$ cat src/rtl/run_seq_ctrl_pkg.sv
// rtl/run_seq_ctrl_pkg.sv - shared state encoding and parameter defaults for run_seq_ctrl
package run_seq_ctrl_pkg;

  localparam int MAG_W_DEF   = 30;
  localparam int RST_CYC_DEF = 16;
  localparam int TMO_CYC_DEF = 1048576;

  typedef enum logic [2:0] {
    ST_IDLE = 3'd0,
    ST_LOAD = 3'd1,
    ST_RUN  = 3'd2,
    ST_CONV = 3'd3,
    ST_SHOW = 3'd4,
    ST_ERR  = 3'd5
  } state_t;

  // One spare bit above the larger limit so a saturated count never aliases a limit.
  function automatic int cnt_width(input int a, input int b);
    return $clog2((a > b) ? a : b) + 1;
  endfunction

endpackage

$ cat src/rtl/run_seq_ctrl_sync_edge.sv
// rtl/run_seq_ctrl_sync_edge.sv - optional flop synchronizer followed by a rising-edge detector
module sync_edge #(
  parameter int STAGES    = 2,
  parameter bit RISE_ONLY = 1'b0
) (
  input  logic clock,
  input  logic rst,
  input  logic din,
  output logic q
);

  logic level;
  logic prev;

  generate
    if (STAGES == 0) begin : g_direct
      assign level = din;
    end else begin : g_sync
      logic [STAGES-1:0] sync_q;

      always_ff @(posedge clock) begin
        if (rst) begin
          sync_q <= '0;
        end else begin
          sync_q[0] <= din;
          for (int i = 1; i < STAGES; i++) begin
            sync_q[i] <= sync_q[i-1];
          end
        end
      end

      assign level = sync_q[STAGES-1];
    end
  endgenerate

  always_ff @(posedge clock) begin
    if (rst) begin
      prev <= 1'b0;
    end else begin
      prev <= level;
    end
  end

  // Edge mode for the start button, level mode for the CPU completion flag.
  assign q = RISE_ONLY ? (level & ~prev) : level;

endmodule

$ cat src/rtl/run_seq_ctrl.sv
// rtl/run_seq_ctrl.sv - start/run/convert/show sequencer wrapped around the CPU core
module run_seq_ctrl
  import run_seq_ctrl_pkg::*;
#(
  parameter int MAG_W   = MAG_W_DEF,
  parameter int RST_CYC = RST_CYC_DEF,
  parameter int TMO_CYC = TMO_CYC_DEF
) (
  input  logic             clock,
  input  logic             rst,
  input  logic             go,
  input  logic             op_sign,
  input  logic [MAG_W-1:0] op_mag,
  output logic             cpu_rst,
  output logic             cpu_sign,
  output logic [MAG_W-1:0] cpu_mag,
  input  logic             cpu_done,
  input  logic             res_sign,
  input  logic [MAG_W-1:0] res_mag,
  output logic             conv_start,
  input  logic             conv_done,
  output logic             disp_valid,
  output logic             disp_sign,
  output logic [MAG_W-1:0] disp_mag,
  output logic             busy,
  output logic             err_tmo
);

  localparam int               CNT_W    = cnt_width(RST_CYC, TMO_CYC);
  localparam logic [CNT_W-1:0] RST_LAST = CNT_W'(RST_CYC - 1);
  localparam logic [CNT_W-1:0] TMO_LAST = CNT_W'(TMO_CYC - 1);
  localparam logic [CNT_W-1:0] CNT_MAX  = '1;

  state_t           state;
  logic [CNT_W-1:0] cnt;
  logic             start_evt;
  logic             done_lvl;
  logic             res_sign_q;
  logic [MAG_W-1:0] res_mag_q;

  sync_edge #(
    .STAGES   (0),
    .RISE_ONLY(1'b1)
  ) u_go_edge (
    .clock(clock),
    .rst  (rst),
    .din  (go),
    .q    (start_evt)
  );

  // The CPU runs from a divided clock, so its done level is resynchronized.
  sync_edge #(
    .STAGES   (2),
    .RISE_ONLY(1'b0)
  ) u_done_sync (
    .clock(clock),
    .rst  (rst),
    .din  (cpu_done),
    .q    (done_lvl)
  );

  always_ff @(posedge clock) begin
    if (rst) begin
      state      <= ST_IDLE;
      cnt        <= '0;
      cpu_rst    <= 1'b1;
      cpu_sign   <= 1'b0;
      cpu_mag    <= '0;
      res_sign_q <= 1'b0;
      res_mag_q  <= '0;
      conv_start <= 1'b0;
      disp_valid <= 1'b0;
      disp_sign  <= 1'b0;
      disp_mag   <= '0;
      busy       <= 1'b0;
      err_tmo    <= 1'b0;
    end else begin
      conv_start <= 1'b0;
      case (state)
        ST_IDLE, ST_SHOW, ST_ERR: begin
          if (start_evt) begin
            cpu_sign   <= op_sign;
            cpu_mag    <= op_mag;
            disp_valid <= 1'b0;
            err_tmo    <= 1'b0;
            cpu_rst    <= 1'b1;
            busy       <= 1'b1;
            cnt        <= '0;
            state      <= ST_LOAD;
          end
        end
        ST_LOAD: begin
          if (cnt == RST_LAST) begin
            cnt     <= '0;
            cpu_rst <= 1'b0;
            state   <= ST_RUN;
          end else begin
            cnt <= (cnt == CNT_MAX) ? cnt : cnt + 1'b1;
          end
        end
        ST_RUN: begin
          // Done is tested first so it wins over a timeout landing in the same cycle.
          if (done_lvl) begin
            res_sign_q <= res_sign;
            res_mag_q  <= res_mag;
            cpu_rst    <= 1'b1;
            conv_start <= 1'b1;
            cnt        <= '0;
            state      <= ST_CONV;
          end else if (cnt == TMO_LAST) begin
            err_tmo <= 1'b1;
            cpu_rst <= 1'b1;
            busy    <= 1'b0;
            state   <= ST_ERR;
          end else begin
            cnt <= (cnt == CNT_MAX) ? cnt : cnt + 1'b1;
          end
        end
        ST_CONV: begin
          // conv_start is still high in the entry cycle, which masks a stale conv_done.
          if (!conv_start && conv_done) begin
            disp_sign  <= res_sign_q;
            disp_mag   <= res_mag_q;
            disp_valid <= 1'b1;
            busy       <= 1'b0;
            state      <= ST_SHOW;
          end
        end
        default: begin
          cpu_rst <= 1'b1;
          busy    <= 1'b0;
          state   <= ST_IDLE;
        end
      endcase
    end
  end

endmodule
$ cat config.mk
export PLATFORM = sky130hd
export DESIGN_NAME = run_seq_ctrl
export DESIGN_NICKNAME = d
export VERILOG_FILES = /design/src/rtl/run_seq_ctrl_pkg.sv /design/src/rtl/run_seq_ctrl_sync_edge.sv /design/src/rtl/run_seq_ctrl.sv
export SDC_FILE = /design/constraint.sdc
export NUM_CORES = 1
export LEC_CHECK = 0
export CAP_MARGIN = 25
export CORE_MARGIN = 5
export CORE_UTILIZATION = 48
export DETAILED_ROUTE_END_ITERATION = 12
export HOLD_SLACK_MARGIN = 0.03
export PLACE_DENSITY = 0.84
export SYNTH_ARGS = -nofsm -noshare
export SYNTH_HDL_FRONTEND = slang
export SYNTH_HIERARCHICAL = 1
export SYNTH_SLANG_ARGS = --single-unit
$ cat constraint.sdc
create_clock -name clock -period 2.8 [get_ports clock]
set_input_delay 0.42 -clock clock [delete_from_list [all_inputs] [get_ports clock]]
set_output_delay 0.42 -clock clock [all_outputs]
set_load 0.03 [all_outputs]
==> metrics.md <==
| Metric | Value |
|---|---|
| Port bufs | `133` |
| Post_cts resized | `0` |
| Setup tns final | `0 ns` |
| CTS tree | `done` |
| Endpoints failing setup | `0` |
| Power per cell area | `664 nW/µm²` |
| # IOs | `134` |
| Synth Area per Inst | `7.76 µm²` |
| Root buffer cell | `clkbuf_8` |
| Worst EP required | `3.25 ns` |
| Synth Cell Area | `5040 µm²` |
| Wirelength per Cell | `16.0 µm` |
| Final nets | `839` |
| CTS Buf Count | `17` |
| DRT antenna net count | `0` |
| Max Slew Vio Count | `0` |
| Min-delay worst type | `in -> reg` |
| Max IR drop VDD | `395 µV` |
| Die W | `113 µm` |
| Routed Wire Length | `14,700 µm` |
| Sequential-to-total area share from yosys stat | `49.6%` |
| Die ar. | `12,700 µm²` |
| Placer Congestion | `0.914` |
| # rows | `37` |
| Critical Path End Type | `register` |
| Area growth, synth to finish | `40.9%` |
| Core footprint | `10,300 µm²` |
| Critical R2R Capture | `state[2]` |
| Skew final | `0.00718 ns` |
| R2R setup slack | `0.40 ns` |
| Synthesized net count | `718` |
| Mapped Cells | `650` |
| Initial antenna violation count | `0` |
| Max Cap Viol | `0` |
| Starting DRT DRC Count | `373` |
| Ys flop type | `dfxtp_1` |
| Post-DP HPWL | `9790 µm` |
| Synth Register Bits | `125` |
| R2r startpoint | `cnt[0]` |
| Number of flops mapped to enable cells by yosys | `0` |
| Worst slew margin | `55.3%` |
| Crit-path max FO | `6` |
| Post-route minimum period | `2.40 ns` |
| CTS Sinks | `125` |
| Worst-margin pin slew | `0.664 ns` |
| Total power | `4.72 mW` |
| Reg2Reg Depth | `7` |
| Async set-reset flop share out of synthesis | `0%` |
| First-pass GRT wire length | `23,900 µm` |
| Number of global-route vias before repair | `4,974` |
| Htree depth | `4` |
| Post-CTS Setup Inserts | `0` |
| # hold bufs at CTS | `0` |
| First-pass DRT Iterations | `5` |
| Initial core utilization | `49.1%` |
| RSZ-0062 raised after global routing | `no` |
| Status | `complete, no violations` |
| Grt ovf | `0` |
| Netlist cell types | `45` |
| All-Layer GR Usage | `23.1%` |
| Lkg Pwr | `2.43 nW` |
| Hold Vio Cnt, Final | `0` |
| Number of synthesis warnings | `6` |
| Fraction of layout cells with a size suffix above 1 | `7.14%` |
| Worst-case clock buffer depth | `2` |
| Arr. time, crit path | `2.84 ns` |
| CP endpoint | `state[2]` |
| Avg Vias per Cell | `5.57` |
| Worst setup path start | `cnt[0]` |
| Diode count | `0` |
| CP Launch Type | `register` |
| Post-route DRC | `0` |
| Largest net degree at the start of global routing | `96` |
| DIE HEIGHT | `113 µm` |
| Worst-Skew Late Latency | `0.52 ns` |
| Kind of critical path | `reg -> reg` |
| Reg clk slew, reported paths | `0.06 ns` |
| Fmax | `0.417 GHz` |
| Part of the cycle the worst path needs | `85.5%` |
| Vias | `5,127` |
-- cell type report --
cell class / count / area, µm²
clock inverter: 12 / 184
timing repair buffer: 147 / 1450
inverter: 4 / 15.0
clock buffer: 20 / 445
fill: 831 / 3170
multi-input combinational: 476 / 2340
sequential: 125 / 2500
tap: 136 / 170
-- critical path, cell delays in order (launching register included) --
cell and delay (ns):
dfxtp_1 0.38, ha_1 0.30, and3_1 0.27, nand4_1 0.22
o31a_1 0.31, o21bai_1 0.22, or4_1 0.49, a21oi_1 0.14
-- per-stage QoR --
stage	utilization (%)	std cells	hold slack (ns)	cell area, µm²	worst slack [ns]
after global routing	69.1	920	0.294	7110	0.230
after CTS	69.1	920	0.280	7110	0.416
after detailed placement	63.0	888	0.437	6480	0.166
after global placement	63.0	888	0.430	6480	0.216
final	69.1	920	0.297	7110	0.405
after floorplan	-	650	0.414	5040	0.749
-- state kept, by name (all words and copies together), names as in the netlist, 2 cells and up --
name	cells
cnt	21
cpu_mag	30
disp_mag	30
res_mag_q	30
state	3
u_done_sync/g_sync.sync_q	2
-- layer usage --
layer | up-vias | share of wire [%] | track usage, %
met3 | 41 | 8.1 | 8.25
met2 | 223 | 48 | 37.5
met1 | 2393 | 40 | 26.8
met4 | 0 | 3.7 | 12.4
li1 | 2470 | - | -
met5 | - | 0 | 0
-- placed cells by master, fill, tap and decap left out, types with 3 or more instances in the layout --
cell             synthesis  routed
nor4_1                   8       8
dfxtp_1                125     125
o21bai_1                 3       3
nor2b_1                  8       8
and3_1                   5       5
a311oi_1                 4       4
a21oi_1                115     115
a41oi_1                  4       4
inv_1                    4       4
or4_1                    3       3
and2_1                   3       3
nand2_1                205     205
clkbuf_8                 0       3
nand3_1                 12      12
clkbuf_16                0      16
buf_4                    0      14
and4_1                   3       3
o21ai_0                 16      16
nor2_1                  22      20
nand4_1                  6       6
or3_1                    5       5
a31oi_1                 11      11
bufinv_16                0       4
a211oi_1                 3       3
nor3_1                  11      11
o31a_1                   3       3
clkdlybuf4s50_1          0     132
a21o_1                   4       4
-- cells in the mapped netlist, types with 2 or more instances --
| library cell | instances | area [µm²] |
|---|---|---|
| nand4_1 | 6 | 37.5 |
| dfxtp_1 | 125 | 2500 |
| a21o_1 | 4 | 30.0 |
| inv_1 | 4 | 15.0 |
| nor4_1 | 8 | 50.1 |
| buf_6 | 2 | 22.5 |
| nand2b_1 | 2 | 12.5 |
| or4_1 | 3 | 22.5 |
| nor2b_4 | 2 | 27.5 |
| nor2b_1 | 8 | 50.1 |
| o21bai_1 | 3 | 22.5 |
| and4_1 | 3 | 26.3 |
| a31oi_1 | 11 | 68.8 |
| o21ai_2 | 2 | 17.5 |
| o21ai_0 | 16 | 80.1 |
| nor2_1 | 22 | 82.6 |
| a41oi_1 | 4 | 35.0 |
| or3_1 | 5 | 31.3 |
| nand3b_1 | 2 | 15.0 |
| nand3_1 | 12 | 60.1 |
| and3_1 | 5 | 31.3 |
| clkbuf_1 | 37 | 139 |
| a21oi_1 | 115 | 576 |
| buf_2 | 4 | 20.0 |
| o31a_1 | 3 | 26.3 |
| a211oi_1 | 3 | 22.5 |
| and2_1 | 3 | 18.8 |
| nand2_1 | 205 | 769 |
| nor3_1 | 11 | 55.1 |
| a311oi_1 | 4 | 35.0 |
| buf_1 | 2 | 7.51 |
-- report_power, final --
part	total, mW	switching, mW	internal, mW
sequential	1.86	0.0305	1.82
combinational	0.538	0.297	0.241
clock	2.33	0.823	1.50
total	4.72	1.15	3.57
-- cell families (layout without fill, tap and decap cells) --
| logic type | Yosys count | after routing | share of synthesized area [%] |
|---|---|---|---|
| buf+inv | 49 | 183 | 4.04 |
| mux | 1 | 1 | 0.198 |
| simple gates | 302 | 302 | 26.7 |
| flops | 125 | 125 | 49.6 |
| xor+xnor | 1 | 1 | 0.174 |
| compound gates | 171 | 171 | 19.1 |
| fa+ha+maj | 1 | 1 | 0.248 |
-- how the worst min path moves through the flow --
| stage | slack (ns) | cells after the start | to | start |
|---|---|---|---|---|
| 6_report | 0.30 | 2 | u_go_edge/prev | rst |
| 5_1_grt | 0.29 | 2 | u_go_edge/prev | rst |
| 4_1_cts | 0.28 | 2 | u_go_edge/prev | rst |
| 3_5_place_dp | 0.44 | 1 | u_done_sync/g_sync.sync_q[1] | u_done_sync/g_sync.sync_q[0] |
| 3_3_place_gp | 0.43 | 1 | u_done_sync/g_sync.sync_q[1] | u_done_sync/g_sync.sync_q[0] |
| 2_1_floorplan | 0.41 | 1 | u_done_sync/g_sync.sync_q[1] | u_done_sync/g_sync.sync_q[0] |
(Power assumes the default switching activity.)
